**src/rtl/mantissa_normalizer_pkg.sv**
```systemverilog
// fp_pkg: shared FPU types and default widths
// Holds the normalizer state encoding and the default mantissa/exponent widths
// so other FPU blocks agree on them.
package fp_pkg;
  localparam int DATA_SIZE = 8;
  localparam int EXP_SIZE = 8;
  typedef enum logic [1:0] {IDLE, SHIFT, DONE} norm_state_e;
endpackage

```
**src/rtl/mantissa_normalizer_if.sv**
```systemverilog
// mantissa_normalizer_if: operand/result handshake bundle for the normalizer
// Operand side: InValid/InReady, SumMantissa (MSB = carry-out), Exponent.
// Result side: OutValid/OutReady, NormMantissa, NormExponent, Overflow, Underflow, Zero.
// master drives operands and OutReady; slave is the normalizer.
interface mantissa_normalizer_if #(
  parameter int DataSize = fp_pkg::DATA_SIZE,
  parameter int ExpSize = fp_pkg::EXP_SIZE
);
  logic InValid;
  logic InReady;
  logic [DataSize:0] SumMantissa;
  logic [ExpSize-1:0] Exponent;
  logic OutValid;
  logic OutReady;
  logic [DataSize-1:0] NormMantissa;
  logic [ExpSize-1:0] NormExponent;
  logic Overflow;
  logic Underflow;
  logic Zero;
  modport master (
    output InValid, SumMantissa, Exponent, OutReady,
    input InReady, OutValid, NormMantissa, NormExponent, Overflow, Underflow, Zero
  );
  modport slave (
    input InValid, SumMantissa, Exponent, OutReady,
    output InReady, OutValid, NormMantissa, NormExponent, Overflow, Underflow, Zero
  );
endinterface

```
**src/rtl/mantissa_normalizer_norm_step.sv**
```systemverilog
// norm_step: one left-normalization step with underflow detect
// i_mant/i_exp: current mantissa and exponent.
// o_done: mantissa already normalized; o_underflow: not normalized and exponent is 0.
// o_mant/o_exp: mantissa shifted left by one and exponent decremented (saturating at 0).
module norm_step #(
  parameter int DataSize = fp_pkg::DATA_SIZE,
  parameter int ExpSize = fp_pkg::EXP_SIZE
) (
  input  logic [DataSize-1:0] i_mant,
  input  logic [ExpSize-1:0]  i_exp,
  output logic [DataSize-1:0] o_mant,
  output logic [ExpSize-1:0]  o_exp,
  output logic                o_done,
  output logic                o_underflow
);
  always_comb begin
    o_done = i_mant[DataSize-1];
    o_underflow = !o_done && (i_exp == '0);
    o_mant = i_mant << 1;
    o_exp = (i_exp == '0) ? '0 : i_exp - ExpSize'(1);
  end
endmodule

```
**src/rtl/mantissa_normalizer.sv**
```systemverilog
// mantissa_normalizer: normalizes a raw adder sum and adjusts its exponent
// Clk: rising-edge clock; RstN: asynchronous active-low reset.
// bus (slave): operand handshake in, normalized result plus Overflow/Underflow/Zero out.
// Carry and zero sums finish in one step; otherwise one left shift per SHIFT cycle.
module mantissa_normalizer #(
  parameter int DataSize = fp_pkg::DATA_SIZE,
  parameter int ExpSize = fp_pkg::EXP_SIZE
) (
  input logic Clk,
  input logic RstN,
  mantissa_normalizer_if.slave bus
);
  import fp_pkg::*;
  norm_state_e r_state;
  logic [DataSize-1:0] r_mant;
  logic [ExpSize-1:0] r_exp;
  logic r_ovf;
  logic r_unf;
  logic r_zero;
  logic [DataSize-1:0] w_step_mant;
  logic [ExpSize-1:0] w_step_exp;
  logic w_step_done;
  logic w_step_unf;
  logic [ExpSize:0] w_exp_inc;
  logic w_ovf;
  // one extra bit so an all-ones input exponent also lands in overflow instead of wrapping
  assign w_exp_inc = {1'b0, bus.Exponent} + (ExpSize+1)'(1);
  assign w_ovf = w_exp_inc >= {1'b0, {ExpSize{1'b1}}};
  norm_step #(.DataSize(DataSize), .ExpSize(ExpSize)) u_step (
    .i_mant(r_mant),
    .i_exp(r_exp),
    .o_mant(w_step_mant),
    .o_exp(w_step_exp),
    .o_done(w_step_done),
    .o_underflow(w_step_unf)
  );
  always_ff @(posedge Clk or negedge RstN) begin
    if (!RstN) begin
      r_state <= IDLE;
      r_mant <= '0;
      r_exp <= '0;
      r_ovf <= 1'b0;
      r_unf <= 1'b0;
      r_zero <= 1'b0;
    end else begin
      case (r_state)
        IDLE: if (bus.InValid) begin
          r_ovf <= 1'b0;
          r_unf <= 1'b0;
          r_zero <= 1'b0;
          if (bus.SumMantissa[DataSize]) begin
            r_state <= DONE;
            r_ovf <= w_ovf;
            r_mant <= w_ovf ? '0 : bus.SumMantissa[DataSize:1];
            r_exp <= w_ovf ? '1 : w_exp_inc[ExpSize-1:0];
          end else if (bus.SumMantissa == '0) begin
            r_state <= DONE;
            r_zero <= 1'b1;
            r_mant <= '0;
            r_exp <= '0;
          end else begin
            r_state <= SHIFT;
            r_mant <= bus.SumMantissa[DataSize-1:0];
            r_exp <= bus.Exponent;
          end
        end
        SHIFT: if (w_step_done) begin
          r_state <= DONE;
        end else if (w_step_unf) begin
          r_state <= DONE;
          r_unf <= 1'b1;
        end else begin
          r_mant <= w_step_mant;
          r_exp <= w_step_exp;
        end
        DONE: if (bus.OutReady) r_state <= IDLE;
        default: r_state <= IDLE;
      endcase
    end
  end
  assign bus.InReady = (r_state == IDLE);
  assign bus.OutValid = (r_state == DONE);
  assign bus.NormMantissa = r_mant;
  assign bus.NormExponent = r_exp;
  assign bus.Overflow = r_ovf;
  assign bus.Underflow = r_unf;
  assign bus.Zero = r_zero;
endmodule

```
**src/flat_wrapper.sv**
```systemverilog
// flat-port wrapper written by rule: the top's interface ports become plain ports
module mantissa_normalizer_flat import fp_pkg::*;
#(
  parameter int DataSize = fp_pkg::DATA_SIZE,
  parameter int ExpSize = fp_pkg::EXP_SIZE
)
  (Clk, RstN, bus_InValid, bus_SumMantissa, bus_Exponent, bus_OutReady, bus_InReady, bus_OutValid, bus_NormMantissa, bus_NormExponent, bus_Overflow, bus_Underflow, bus_Zero);
  mantissa_normalizer_if #(.DataSize(DataSize), .ExpSize(ExpSize)) bus_i ();
  input logic Clk;
  input logic RstN;
  input wire logic [$bits(bus_i.InValid)-1:0] bus_InValid;
  input wire logic [$bits(bus_i.SumMantissa)-1:0] bus_SumMantissa;
  input wire logic [$bits(bus_i.Exponent)-1:0] bus_Exponent;
  input wire logic [$bits(bus_i.OutReady)-1:0] bus_OutReady;
  output wire logic [$bits(bus_i.InReady)-1:0] bus_InReady;
  output wire logic [$bits(bus_i.OutValid)-1:0] bus_OutValid;
  output wire logic [$bits(bus_i.NormMantissa)-1:0] bus_NormMantissa;
  output wire logic [$bits(bus_i.NormExponent)-1:0] bus_NormExponent;
  output wire logic [$bits(bus_i.Overflow)-1:0] bus_Overflow;
  output wire logic [$bits(bus_i.Underflow)-1:0] bus_Underflow;
  output wire logic [$bits(bus_i.Zero)-1:0] bus_Zero;
  assign bus_i.InValid = bus_InValid;
  assign bus_i.SumMantissa = bus_SumMantissa;
  assign bus_i.Exponent = bus_Exponent;
  assign bus_i.OutReady = bus_OutReady;
  assign bus_InReady = bus_i.InReady;
  assign bus_OutValid = bus_i.OutValid;
  assign bus_NormMantissa = bus_i.NormMantissa;
  assign bus_NormExponent = bus_i.NormExponent;
  assign bus_Overflow = bus_i.Overflow;
  assign bus_Underflow = bus_i.Underflow;
  assign bus_Zero = bus_i.Zero;
  mantissa_normalizer #(.DataSize(DataSize), .ExpSize(ExpSize)) u_core (.Clk(Clk), .RstN(RstN), .bus(bus_i));
endmodule
```
**config.mk**
```make
export PLATFORM = sky130hd
export DESIGN_NAME = mantissa_normalizer_flat
export DESIGN_NICKNAME = d
export VERILOG_FILES = /design/src/rtl/mantissa_normalizer_pkg.sv /design/src/rtl/mantissa_normalizer_if.sv /design/src/rtl/mantissa_normalizer_norm_step.sv /design/src/rtl/mantissa_normalizer.sv /design/src/flat_wrapper.sv
export SDC_FILE = /design/constraint.sdc
export NUM_CORES = 1
export LEC_CHECK = 0
export ABC_AREA = 1
export BUFFER_PORTS_ARGS = -buffer_cell sky130_fd_sc_hd__buf_2
export CORE_ASPECT_RATIO = 1.5
export CORE_MARGIN = 2
export CORE_UTILIZATION = 51
export DETAILED_ROUTE_END_ITERATION = 8
export GPL_TIMING_DRIVEN = 0
export PLACE_DENSITY = 0.81
export SYNTH_ARGS = -nofsm -noshare
export SYNTH_HDL_FRONTEND = slang
export SYNTH_HIERARCHICAL = 1
export SYNTH_SLANG_ARGS = --single-unit
export TNS_END_PERCENT = 1
```
**constraint.sdc**
```tcl
create_clock -name Clk -period 3.4 [get_ports Clk]
set_clock_uncertainty 0.05 [all_clocks]
set_input_delay 0.68 -clock Clk [delete_from_list [all_inputs] [get_ports Clk]]
set_output_delay 0.68 -clock Clk [all_outputs]
set_load 0.005 [all_outputs]
```
**Word-level counts from Yosys, hierarchy flattened**

Index checks and enable logic that the tools add are counted.

- Register bits after elaboration: 21
- Input bits: 21
- Output and inout port bits: 21
- Word-level logic and storage cells: 58

- Add/sub/neg operators: 2
- $lt $le $gt $ge: 1
- Equal/unequal tests: 8
- Mux-type cells: 29
- Reductions and logical operators: 11

Operators by type and width:

| kind | number |
|---|---|
| two-way mux 8 bit | 13 |
| one-hot mux 8 bit (2 select lines) | 2 |
| two-way mux 2 bit | 6 |
| != test 2 bit (second input constant) | 5 |
| adder 8 x 1 -> 9 bit (second input constant) | 1 |
| >= comparator 9 x 8 -> 1 bit (second input constant) | 1 |
| logical NOT 9 bit | 1 |
| logical NOT 8 bit | 1 |
| AND reduction 4 bit | 2 |
| subtractor 8 x 1 -> 8 bit (second input constant) | 1 |
| two-way mux 1 bit | 6 |
| one-hot mux 2 bit (3 select lines) | 1 |
| AND reduction 2 bit | 2 |
| != test 3 x 2 -> 1 bit (second input constant) | 1 |
| AND reduction 3 bit | 1 |
| equality test 2 x 1 -> 1 bit (second input constant) | 1 |
| equality test 2 bit (second input constant) | 1 |
| logical NOT 2 bit | 1 |
| one-hot mux 1 bit (2 select lines) | 1 |
| nonzero test 2 bit | 1 |
| logical AND 1 bit | 1 |
| logical NOT 1 bit | 1 |

**Logic depth before layout (Yosys ltp)**

- Depth in word-level cells: 6
- Depth in mapped cells: 13
- Gate-level depth less buffers: 13

**Hierarchy**

Netlist, hierarchy kept.

Modules (own cells, without submodules):

| module | times used | cells an instance | area each (um^2) | seq. area each (um^2) |
|---|---|---|---|---|
| mantissa_normalizer | 1 | 262 | 1,600.3 | 525.5 |
| norm_step | 1 | 61 | 325.3 | 0.0 |

**Worst setup path after synthesis**

No wires, ideal clock.

- Path kind: input to register
- Start point: in bus_Exponent[0]
- End point: reg u_core.r_mant[7] (netlist: u_core/bus.NormMantissa[7])
- Setup time: 0.116 ns
- Arrival time: 1.711 ns
- Required time: 3.234 ns
- Setup slack: 1.523 ns
- Cell stages on the path: 12
- Path buffers: 0
- Cell sequence: inv_1 ha_1 nor2_1 nor2_1 nor2_1 nand3_1 nor2_4 nand2_4 nand3_1 nand3_1 nand2_1 nand2_1

- Cells in the longest elaborated chain, start to end: 6

RTL lines:

| item | RTL line | RTL |
|---|---|---|
| start, declared | flat_wrapper.sv:13 | `input wire logic [$bits(bus_i.Exponent)-1:0] bus_Exponent;` |
| adder 8 x 1 -> 9 bit | mantissa_normalizer.sv:27 | `assign w_exp_inc = {1'b0, bus.Exponent} + (ExpSize+1)'(1);` |
| >= comparator 9 x 8 -> 1 bit | mantissa_normalizer.sv:28 | `assign w_ovf = w_exp_inc >= {1'b0, {ExpSize{1'b1}}};` |
| two-way mux 8 bit | mantissa_normalizer.sv:54 | `r_mant <= w_ovf ? '0 : bus.SumMantissa[DataSize:1];` |
| two-way mux 8 bit | mantissa_normalizer.sv:51 | `if (bus.SumMantissa[DataSize]) begin` |
| two-way mux 8 bit | mantissa_normalizer.sv:47 | `IDLE: if (bus.InValid) begin` |
| one-hot mux 8 bit (2 select lines) | mantissa_normalizer.sv:46 | `case (r_state)` |
| end signal, assigned | mantissa_normalizer.sv:54 |  |
| end signal, assigned | mantissa_normalizer.sv:63 | `r_mant <= bus.SumMantissa[DataSize-1:0];` |
| end signal, assigned | mantissa_normalizer.sv:73 | `r_mant <= w_step_mant;` |
| end, declared | mantissa_normalizer.sv:15 | `logic [DataSize-1:0] r_mant;` |

Every way passes these cells. The select of a mux whose other input is x is not followed.
A chain may end at the register's enable or synchronous reset.

**Worst setup path after layout**

- Start point: reg u_core.r_exp[0] (netlist: u_core/bus.NormExponent[0])
- End point: reg u_core.r_mant[2] (netlist: u_core/bus.NormMantissa[2])

- Cells in the longest elaborated chain, start to end: 4

RTL lines:

| item | RTL line | RTL |
|---|---|---|
| start, declared | mantissa_normalizer.sv:16 | `logic [ExpSize-1:0] r_exp;` |
| start signal, assigned | mantissa_normalizer.sv:55 | `r_exp <= w_ovf ? '1 : w_exp_inc[ExpSize-1:0];` |
| start signal, assigned | mantissa_normalizer.sv:64 | `r_exp <= bus.Exponent;` |
| start signal, assigned | mantissa_normalizer.sv:74 | `r_exp <= w_step_exp;` |
| logical NOT 8 bit | mantissa_normalizer_norm_step.sv:18 | `o_underflow = !o_done && (i_exp == '0);` |
| logical AND 1 bit | mantissa_normalizer_norm_step.sv:18 |  |
| via u_core.w_step_unf | mantissa_normalizer.sv:23 | `logic w_step_unf;` |
| != test 2 bit (no line) | -- |  |
| AND reduction 4 bit (no line) | -- |  |

The timed path passes the listed nets, and every way through them passes these cells.

==> summary.md <==
| Metric | Value |
|---|---|
| WL met1 | `1920 um` |
| LEAKAGE | `1.37 nW` |
| Mapped Area | `1930 sq um` |
| Fin worst setup slack | `1.17 ns` |
| Ys Warns | `6` |
| Required @ worst endpoint | `3.55 ns` |
| First-pass detailed-route iteration total | `4` |
| DR iter-0 viols | `73` |
| GPL Wtd Cong | `0.875` |
| Clk_lat worst skew | `0.25 ns` |
| IR Drop Worst-Case VDD | `0.000369 V` |
| Final std cell area, no fill | `2230 sq um` |
| Fmax achieved | `449 MHz` |
| DP Worst Slack | `1.13 ns` |
| Register area share after synthesis | `27.3%` |
| Most frequent cells in the layout | `nand2_1, nor2_1, inv_1` |
| Crit Path Class | `register to register` |
| Gate Count Post-Synth | `323` |
| Top cell by count, worst path | `nor2_1` |
| Fillers | `378` |
| Final antenna-violating net count | `0` |
| Setup Viol. Count Final | `0` |
| Fin crit share | `65.6%` |
| H-tree depth | `1` |
| DP Area | `2180 sq um` |
| CP Launch Type | `register` |
| Crit path cell chain | `inv_1, ha_1, inv_1, nor2_1, nand3_1, nor2_1, nor3_1, nor2_1, clkbuf_1, nand2_1, nand2_1` |
| Die footprint | `4290 sq um` |
| CP max stage delay | `0.42 ns` |
| DR top layer | `met4` |
| WL per Instance | `10.8 um` |
| HPWL Detailed | `3560 um` |
| Slowest cell on crit path | `dfrtp_1` |
| Actual slew at the worst max-slew pin | `0.696 ns` |
| Number of antenna violations at the first check in global routing | `0` |
| Routed wl met2 | `2340 um` |
| Min cycle time layout | `2.23 ns` |
| Area Overhead vs Synth | `15.8%` |
| First-pass GRT wire length | `7750 um` |
| Initial Util | `52.8%` |
| Largest net degree at the start of global routing | `22` |
| Vert. Die Dim | `79.3 um` |
| Via/cell ratio | `4.85` |
| Pwr dens | `694 nW/um^2` |
| WL final | `4450 um` |
| Endpoint class of the critical path | `register` |
| CTS tree | `done` |
| # Max-Cap Violations | `0` |
| Core ar. | `3650 sq um` |
| Post-CTS Setup Bufs | `0` |
| Via count of the routed design | `1992` |
| Net count, final | `394` |
| Crit-path max FO | `10` |
| Rows | `27` |
| CTS Root Buffer Type | `clkbuf_8` |
| Ranking of synthesized cells by area | `dfrtp_1, nand2_1, nor2_1` |
| Clock transition at path regs | `0.08 ns` |
| Syn Nets | `348` |
| GRT Total Usage | `23.2%` |
| Vias in the first global route | `1873` |
| Overflow after GRT | `0` |
| Final Hold Vio Count | `0` |
| Status | `completed` |
| IO buf count | `41` |
| Post-synth cell types | `28` |
| Commonest non-fill, non-tap cell in the layout | `nand2_1` |
| Share of cells above drive strength 1 | `19.8%` |
| Synthesized area per cell | `5.96 sq um` |
| Chip width | `54.2 um` |
| Util after Layout | `61.1%` |
| Min-Delay Path Class | `primary input to asynchronous set/reset pin` |
| Synth area leader | `dfrtp_1` |
| Area share of the largest cell type after synthesis | `27.3%` |
| Max-slew headroom | `53.1%` |
| Register bit total from synthesis | `21` |
| WP data arrival | `2.38 ns` |
| Cts repair resizes | `0` |
| Unrepaired setup endpoints after global routing | `false` |
| Ant. Diodes | `0` |
| Hold_buf cts | `0` |
| Clk sinks | `21` |
| Met3 Wirelength | `137 um` |
| IO Count | `42` |
| Max-slew violations | `0` |
| Fin Setup TNS | `0 ns` |
| Worst-case clock buffer depth | `2` |
| Residual DRC | `0` |
| TritonCTS Buffers | `3` |
## path summary, 6_finish.rpt
check	endpoint	startpoint	cells after the start	slack (ns)
worst min register to register	u_core/bus.NormMantissa[5]	u_core/bus.NormMantissa[5]	2	0.46
max in group asynchronous	u_core/bus.NormExponent[6]	RstN	1	2.65
worst min-delay path	u_core/bus.NormMantissa[7]	RstN	1	0.33
worst max register to register	u_core/bus.NormMantissa[2]	u_core/bus.NormExponent[0]	11	1.17
min in group Clk	u_core/bus.NormMantissa[5]	u_core/bus.NormMantissa[5]	2	0.46
worst max-delay path	u_core/bus.NormMantissa[2]	u_core/bus.NormExponent[0]	11	1.17
## metal layers
metal	vias up	GRT usage, %
li1	1064	-
met1	877	28.9
met2	45	41.2
met3	6	1.32
met4	0	6.75
met5	-	0
## state kept, by name, summed over array words and instances (netlist names)
signal and count:
u_core/bus.NormExponent 8, u_core/bus.Zero 1, u_core/bus.NormMantissa 8, u_core/bus.Overflow 1, u_core/r_state 2, u_core/bus.Underflow 1
## report_power, final
group	internal (mW)	leakage, nW	switching [mW]	total, mW
logic	0.377	1.08	0.547	0.924
registers	0.357	0.265	0.107	0.464
clock network	0.0833	0.0228	0.0759	0.159
total	0.818	1.37	0.730	1.55
## through the flow
step / cells / total power, mW / hold slack, ns
2_1_floorplan: 323 / 1.12 / 0.334
3_3_place_gp: 407 / 1.37 / 0.435
4_1_cts: 411 / 1.56 / 0.338
3_5_place_dp: 407 / 1.39 / 0.439
6_report: 411 / 1.55 / 0.326
5_1_grt: 411 / 1.73 / 0.353
## Yosys cell counts, drive strengths merged
cell    instances
a21oi           7
inv            51
conb            1
nand2         106
nor3            3
clkbuf          4
dfrtp          21
o21ai          18
ha              4
o211ai          4
xor2            2
nor2           63
clkinv          1
nand3          12
buf            14
nand4          12
## critical path, delay by kind of cell (launching register included)
| family | cells | cell delay (ns) |
|---|---|---|
| AND/OR/NAND/NOR | 7 | 0.95 |
| buffers and inverters | 3 | 0.59 |
| flip-flops | 1 | 0.42 |
| adder cells (fa/ha/maj) | 1 | 0.16 |
## kinds of logic after synthesis
family,after synthesis,share of synthesized area [%]
buffers and inverters,70,16.1
adders and majority gates,4,2.60
xor gates and xnor gates,2,0.910
other,1,0.195
DFF,21,27.3
AOI/OAI and AO/OA,29,8.45
and+or+nand+nor,196,44.4
## area by class of cell
class                           count  area [sq um]  share of cell area, %
Multi-Input combinational cell    232          1090                   48.9
Buffer                             18           115                   5.16
Inverter                           52           195                   8.75
Clock buffer                        4          45.0                   2.02
Tap cell                           43          53.8                   2.41
Sequential cell                    21           526                   23.6
Timing Repair Buffer               41           205                   9.20
Power figures use the tool's default switching activity.
